## config.mk

```make
export PLATFORM = sky130hd
export DESIGN_NAME = uart_alu_sequencer
export DESIGN_NICKNAME = d
export VERILOG_FILES = /design/src/rtl/alu_defs_pkg.sv /design/src/rtl/seq_timeout_counter.sv /design/src/rtl/uart_alu_sequencer.sv
export SDC_FILE = /design/constraint.sdc
export NUM_CORES = 1
export LEC_CHECK = 0
export ABC_AREA = 1
export CAP_MARGIN = 20
export CORE_UTILIZATION = 49
export DETAILED_ROUTE_END_ITERATION = 10
export PLACE_DENSITY = 0.79
export REMOVE_ABC_BUFFERS = 1
export SETUP_SLACK_MARGIN = 0.3
export SLEW_MARGIN = 10
export SYNTH_ARGS = -nofsm -noshare
export SYNTH_HDL_FRONTEND = slang
export SYNTH_SLANG_ARGS = --single-unit
```

## constraint.sdc

```tcl
create_clock -name i_clk -period 2.18 [get_ports i_clk]
set_clock_uncertainty 0.2 [all_clocks]
set_input_delay 0.218 -clock i_clk [delete_from_list [all_inputs] [get_ports i_clk]]
set_output_delay 0.218 -clock i_clk [all_outputs]
set_load 0.01 [all_outputs]
```

## src/rtl/alu_defs_pkg.sv

```systemverilog
// Shared ALU definitions: opcode constants, sequencer state encoding and
// the opcode validity check used before launching a transmission.
package alu_defs;

    localparam int OPCODE_W = 6;

    localparam logic [OPCODE_W-1:0] OP_ADD = 6'b100000;
    localparam logic [OPCODE_W-1:0] OP_SUB = 6'b100010;
    localparam logic [OPCODE_W-1:0] OP_AND = 6'b100100;
    localparam logic [OPCODE_W-1:0] OP_OR  = 6'b100101;
    localparam logic [OPCODE_W-1:0] OP_XOR = 6'b100110;
    localparam logic [OPCODE_W-1:0] OP_NOR = 6'b100111;
    localparam logic [OPCODE_W-1:0] OP_SRA = 6'b000011;
    localparam logic [OPCODE_W-1:0] OP_SRL = 6'b000010;

    typedef enum logic [2:0] {
        ST_WAIT_A  = 3'd0,
        ST_WAIT_B  = 3'd1,
        ST_WAIT_OP = 3'd2,
        ST_EXEC    = 3'd3,
        ST_SEND    = 3'd4,
        ST_WAIT_TX = 3'd5
    } seq_state_t;

    function automatic logic is_valid_opcode(input logic [OPCODE_W-1:0] op);
        case (op)
            OP_ADD, OP_SUB, OP_AND, OP_OR,
            OP_XOR, OP_NOR, OP_SRA, OP_SRL: return 1'b1;
            default:                        return 1'b0;
        endcase
    endfunction

endpackage

```

## src/rtl/seq_timeout_counter.sv

```systemverilog
// Inter-byte timeout: counts oversampling ticks while enabled, saturating at
// the limit. expired also flags the cycle carrying the final tick.
module seq_timeout_counter #(
    parameter int TIMEOUT_TICKS = 640
) (
    input  logic clk,
    input  logic rst_n,
    input  logic clear,
    input  logic enable,
    input  logic tick,
    output logic expired
);

    localparam int CNT_W = $clog2(TIMEOUT_TICKS + 1);
    localparam logic [CNT_W-1:0] LIMIT = CNT_W'(TIMEOUT_TICKS);

    logic [CNT_W-1:0] count_reg;

    always_ff @(posedge clk or negedge rst_n) begin
        if (!rst_n) begin
            count_reg <= '0;
        end else if (clear || !enable) begin
            count_reg <= '0;
        end else if (tick && (count_reg != LIMIT)) begin
            count_reg <= count_reg + 1'b1;
        end
    end

    // A clear in the same cycle as the final tick suppresses expiry.
    assign expired = enable && !clear &&
                     ((count_reg == LIMIT) || (tick && (count_reg == LIMIT - 1'b1)));

endmodule

```

## src/rtl/uart_alu_sequencer.sv

```systemverilog
// Frame sequencer between uart_rx, the ALU and uart_tx: gathers A, B and the
// opcode, checks the opcode, then hands the ALU result to the transmitter.
module uart_alu_sequencer
    import alu_defs::*;
#(
    parameter int DBIT          = 8,
    parameter int OP_W          = 6,
    parameter int TIMEOUT_TICKS = 640
) (
    input  logic            i_clk,
    input  logic            i_reset,
    input  logic            i_tick,
    input  logic [DBIT-1:0] i_rx_data,
    input  logic            i_rx_done,
    input  logic [DBIT-1:0] i_alu_result,
    input  logic            i_tx_done,
    output logic [DBIT-1:0] o_data_a,
    output logic [DBIT-1:0] o_data_b,
    output logic [OP_W-1:0] o_opcode,
    output logic [DBIT-1:0] o_tx_data,
    output logic            o_tx_start,
    output logic            o_error,
    output logic            o_busy
);

    seq_state_t      state_reg, state_next;
    logic [DBIT-1:0] data_a_reg, data_a_next;
    logic [DBIT-1:0] data_b_reg, data_b_next;
    logic [OP_W-1:0] opcode_reg, opcode_next;
    logic [DBIT-1:0] tx_data_reg, tx_data_next;
    logic            tx_start_reg, tx_start_next;
    logic            error_reg, error_next;
    logic            timeout_en;
    logic            timeout_expired;

    assign timeout_en = (state_reg == ST_WAIT_B) || (state_reg == ST_WAIT_OP);

    // Every accepted byte restarts the window for the next one.
    seq_timeout_counter #(
        .TIMEOUT_TICKS(TIMEOUT_TICKS)
    ) u_timeout (
        .clk    (i_clk),
        .rst_n  (i_reset),
        .clear  (i_rx_done),
        .enable (timeout_en),
        .tick   (i_tick),
        .expired(timeout_expired)
    );

    always_ff @(posedge i_clk or negedge i_reset) begin
        if (!i_reset) begin
            state_reg    <= ST_WAIT_A;
            data_a_reg   <= '0;
            data_b_reg   <= '0;
            opcode_reg   <= '0;
            tx_data_reg  <= '0;
            tx_start_reg <= 1'b0;
            error_reg    <= 1'b0;
        end else begin
            state_reg    <= state_next;
            data_a_reg   <= data_a_next;
            data_b_reg   <= data_b_next;
            opcode_reg   <= opcode_next;
            tx_data_reg  <= tx_data_next;
            tx_start_reg <= tx_start_next;
            error_reg    <= error_next;
        end
    end

    always_comb begin
        state_next    = state_reg;
        data_a_next   = data_a_reg;
        data_b_next   = data_b_reg;
        opcode_next   = opcode_reg;
        tx_data_next  = tx_data_reg;
        tx_start_next = 1'b0;
        error_next    = 1'b0;
        case (state_reg)
            ST_WAIT_A: begin
                if (i_rx_done) begin
                    data_a_next = i_rx_data;
                    state_next  = ST_WAIT_B;
                end
            end
            ST_WAIT_B, ST_WAIT_OP: begin
                if (i_rx_done) begin
                    if (state_reg == ST_WAIT_B) begin
                        data_b_next = i_rx_data;
                        state_next  = ST_WAIT_OP;
                    end else begin
                        opcode_next = i_rx_data[OP_W-1:0];
                        state_next  = ST_EXEC;
                    end
                end else if (timeout_expired) begin
                    // Abandoned frame: drop the partial operands.
                    data_a_next = '0;
                    data_b_next = '0;
                    opcode_next = '0;
                    error_next  = 1'b1;
                    state_next  = ST_WAIT_A;
                end
            end
            ST_EXEC: begin
                if (is_valid_opcode(opcode_reg)) begin
                    tx_data_next  = i_alu_result;
                    tx_start_next = 1'b1;
                    state_next    = ST_SEND;
                end else begin
                    error_next = 1'b1;
                    state_next = ST_WAIT_A;
                end
            end
            ST_SEND: begin
                state_next = ST_WAIT_TX;
            end
            ST_WAIT_TX: begin
                if (i_tx_done) begin
                    state_next = ST_WAIT_A;
                end
            end
            default: begin
                state_next = ST_WAIT_A;
            end
        endcase
    end

    assign o_data_a   = data_a_reg;
    assign o_data_b   = data_b_reg;
    assign o_opcode   = opcode_reg;
    assign o_tx_data  = tx_data_reg;
    assign o_tx_start = tx_start_reg;
    assign o_error    = error_reg;
    assign o_busy     = (state_reg != ST_WAIT_A);

endmodule

```

### Yosys cells after proc, flatten, opt, wreduce, memory -nomap -nowiden

Cells that the tools add are included.

| operators by class | value |
|---|---|
| eq/ne operators | 23 |
| add/sub/neg operators | 1 |
| reduce and logical (&&, ||, !) cells | 21 |
| muxes and demuxes | 26 |

Operators with widths:

| operator | number |
|---|---|
| $mux W8 | 5 |
| $eq A6 B6 Y1 const B | 6 |
| $eq A10 B10 Y1 const B | 2 |
| $mux W10 | 2 |
| $mux W6 | 3 |
| $pmux W8 S2 | 1 |
| $mux W3 | 5 |
| $pmux W3 S5 | 1 |
| $eq A6 B2 Y1 const B | 2 |
| $add A10 B1 Y10 const B | 1 |
| $ne A10 B10 Y1 const B | 1 |
| $ne A2 B2 Y1 const B | 5 |
| $reduce_and A3 Y1 | 3 |
| $mux W1 | 8 |
| $reduce_or A8 Y1 | 1 |
| $eq A3 B2 Y1 const B | 2 |
| $eq A3 B3 Y1 const B | 2 |
| $reduce_bool A2 Y1 | 3 |
| $logic_and A1 B1 Y1 | 4 |
| $reduce_and A4 Y1 | 1 |
| $eq A3 B1 Y1 const B | 1 |
| $logic_not A3 Y1 | 1 |
| $logic_or A1 B1 Y1 | 3 |
| $ne A3 B3 Y1 const B | 1 |
| 6 further kinds | 7 |

| word-level totals | value |
|---|---|
| flip-flop bits (word level) | 45 |
| output and inout bits | 33 |

### Depth between registers and ports, before layout

| logic depth | value |
|---|---|
| depth after elaboration | 7 |
| mapped depth | 11 |

### By module

Synthesis repeated with hierarchy kept, for this count alone.

| second synthesis, totals | value |
|---|---|
| cell total of the unflattened synthesis | 283 |
| area, all modules | 2311.0 µm² |

Modules (own cells, without submodules):

| module | instances | area each (µm²) | sequential area each (µm²) | cells an instance |
|---|---|---|---|---|
| uart_alu_sequencer | 1 | 1604.0 | 875.8 | 183 |
| seq_timeout_counter | 1 | 706.9 | 250.2 | 100 |

### Worst setup path before layout

Ideal clock, no wire load.

| timing path | value |
|---|---|
| path kind | register -> register |
| start point | register u_timeout.count_reg[0] |
| end point | register data_b_reg[0], in the netlist o_data_b[0] |
| data arrival time | 1.352 ns |
| library setup time | 0.118 ns |
| buffers on the path | 1 |
| stages on the path, launching flop included | 11 |
| slack | 0.509 ns |
| cell sequence | dfrtp_1 > inv_1 > ha_1 > nand2_1 > nor2_1 > nand4_1 > nand2_1 > nand2_4 > buf_6 > nand3_1 > nand2_1 |

| on the way | value |
|---|---|
| cells in the longest elaborated chain, start to end | 6 |

RTL lines:

| what | line | RTL |
|---|---|---|
| from (decl) | seq_timeout_counter.sv:17 | `logic [CNT_W-1:0] count_reg;` |
| from (signal assigned) | seq_timeout_counter.sv:25 | `count_reg <= count_reg + 1'b1;` |
| $eq A10 B10 Y1 | seq_timeout_counter.sv:31 | `((count_reg == LIMIT) \|\| (tick && (count_reg == LIMIT - 1'b1)));` |
| $logic_and A1 B1 Y1 | seq_timeout_counter.sv:31 |  |
| $logic_or A1 B1 Y1 (*) | seq_timeout_counter.sv:31 |  |
| $logic_and A1 B1 Y1 (*) | seq_timeout_counter.sv:30 | `assign expired = enable && !clear &&` |
| $reduce_bool A2 Y1 (no source line) (*) | n/a |  |
| $reduce_and A3 Y1 (no source line) (*) | n/a |  |
| to (signal assigned) | uart_alu_sequencer.sv:62 | `data_b_reg <= data_b_next;` |
| to (decl) | uart_alu_sequencer.sv:28 | `logic [DBIT-1:0] data_b_reg, data_b_next;` |

Mark *: on every way between the ends. The rest lies on a longest branch, timed or not.
A chain may end at the register's enable or synchronous reset.

### Worst setup path in the final report

| timing path | value |
|---|---|
| start point | register u_timeout.count_reg[0] |
| end point | register data_b_reg[5], in the netlist o_data_b[5] |

The elaborated chain is that of the path after synthesis.

==> metrics.txt <==
first-pass GRT wire length=8.40 mm; clock sink count=45; Ports=54; Distinct cells, synth=27; fin. max-slew vios=0; worst vdd ir=0.000956 V; MaxCap Viol Count=0; switching share of power=0.391; synthesized area per cell=7.90 um2; clk slew on worst S/H paths=0.08 ns; DR iter-0 viols=134; Port Buffers=53; sequential share of power=0.360; drt total wl=5.18 mm; pin count of the biggest net entering global routing=46; Mapped Cells=284; die footprint=0.00485 mm2; area of the multi-input gates=0.00106 mm2; status=finished clean; CP most frequent cell=nand2_1; Place WS=0.174 ns; Sw Pwr=1470 uW; synth top area cells=dfrtp_1 (50%), nand2_1 (18%), nand3_1 (7.8%); reg-to-reg setup timing slack=0.27 ns; worst skew pair latency=0.30 ns; Worst-Margin Slew=0.572 ns; routed via count=2099; detailed placer's ending HPWL=3.44 mm; Crit Path Max Fanout=6; grt ovf=0; power share of the combinational group=0.502; htree depth=2; clock share of power=0.138; Yosys top cell by area=dfrtp_1; critical path's largest stage delay=0.42 ns; fin crit share=0.874; most common cell after layout, fill and taps aside=nand2_1; unrepaired setup endpoints after global routing=true; critical path endpoint category=register; GRT Overall Usage=0.215; fmax=0.525 GHz; Synth Cell Area=0.00224 mm2; Post-synth ARST share=1.00; # nets final=383; delay-heaviest family, CP=simple AND/OR/NAND/NOR gates; area share of the largest cell type after synthesis=0.502; crit path buf inv count=2; Startpoint Class=register; initial core utilization=0.512; Data arrival, critical path=1.90 ns; Post-DRT Antenna Nets=0; Final Hold Viols=0; CTS Root Cell=clkbuf_8; Area Overhead vs Synth=39.4%; FF/Latch Area=0.00113 mm2; vias in the first global route=1932; fin crit period=1.91 ns; CP max-delay cell=dfrtp_1; DR DRC count=0; critical path, cell by cell=inv_2 -> ha_4 -> nand2_1 -> nor2_1 -> nand4_1 -> nand2_2 -> nand2_4 -> buf_4 -> nand3_1 -> nand2_1; Post-synth EDFFs=0; max_slew headroom=0.619; diode count=0; most frequent cells in the layout=nand2_1 (93), clkdlybuf4s50_1 (51), dfrtp_1 (45); Synth Register Bits=45; max FFs per register=10; initial antenna violation count=0; post-route setup TNS=0 ns; register area share after synthesis=0.502; Final Wtd Congestion=0.896; synth warn=0; drt wl/cell=12.6 um; die width=69.7 um; Die Ht=69.7 um; row count=24; total core area=0.00438 mm2; CTS tree=built; clk buf depth=2; Internal=2280 uW; Synth Flop Type=dfrtp_1; TritonCTS Buffers=5; DR vias/cell=5.09; share of cells above drive strength 1=0.169; PwrDens=1200 mW/mm2; PnR worst setup slack=0.274 ns; fillers=346; Lkg Pwr=0.00157 uW; worst endpoint required time=2.17 ns; Setup CP Type=register to register; TritonRoute pass-1 iters=4; # setup viols final=0; worst hold path type=input port to register
-- what timing repair did --
item	4_1_cts	5_1_grt
pin swaps	2	5
gates cloned	0	2
gates resized for setup	1	25
setup endpoints to repair	13	43
hold buffers	1	0
endpoints found under the hold margin	45	0
setup buffers	5	10
-- metal layers --
layer	global-route usage	up-vias	wire, um
li1	-	1053	-
met1	0.296	969	2420
met2	0.344	65	2400
met3	0.0378	12	279
met4	0.0778	0	85
met5	0	-	0
-- power by group through the flow --
stage / sequential (uW) / combinational (uW) / clock [uW]
6_report: 1350 / 1880 / 518
5_1_grt: 1380 / 2070 / 562
4_1_cts: 1330 / 1690 / 528
3_5_place_dp: 1340 / 1690 / 0
3_3_place_gp: 1350 / 1650 / 0
2_1_floorplan: 1440 / 793 / 0
-- cells in the mapped netlist, drive strengths merged (2+ instances only) --
library cell	instances
a21oi	3
buf	4
clkinv	2
dfrtp	45
ha	2
inv	30
nand2	112
nand3	39
nand4	7
nor2	21
nor3	4
o21ai	10
-- per-stage QoR --
step	hold WS [ns]	area, um2	utilization	std cells	total power, uW
6_report	0.250	3130	0.713	412	3750
5_1_grt	0.274	3130	0.713	412	4010
4_1_cts	0.244	2950	0.672	400	3550
3_5_place_dp	0.132	2810	0.642	387	3030
3_3_place_gp	0.131	2810	0.642	387	3000
2_1_floorplan	-0.278	2210	-	280	2240
-- logic make-up (layout without fill, tap and decap cells) --
logic type,count (synthesis),after routing,synth area share
flops,45,45,0.502
simple gates,185,187,0.378
buf+inv,36,110,0.0692
compound gates,15,15,0.0357
xor+xnor,1,1,0.00390
fa+ha+maj,2,2,0.0112
-- worst register-to-register path: cells and delay by family, from the launching register on --
kind | cells | cell delay [ns]
AND/OR/NAND/NOR | 7 | 0.77
flip-flops | 1 | 0.42
buffers and inverters | 2 | 0.29
adder cells (fa/ha/maj) | 1 | 0.13
-- area by class of cell --
type	instances	area share
Clock buffer	7	0.0276
Inverter	32	0.0404
Multi-Input combinational cell	205	0.339
Sequential cell	45	0.360
Tap cell	52	0.0208
Timing Repair Buffer	71	0.212
-- worst paths after layout --
kind / from / endpoint / cells past startpoint
hold reg to reg: o_data_a[3] / o_data_a[3] / 2
hold / removal: i_alu_result[6] / o_tx_data[6] / 3
setup reg to reg: u_timeout.count_reg[0] / o_data_b[5] / 10
max in group asynchronous: i_reset / o_data_a[0] / 3
min in group asynchronous: i_reset / o_data_b[4] / 3
setup / recovery: u_timeout.count_reg[0] / o_data_b[5] / 10
No activity file was read; power rests on OpenSTA's default activity.
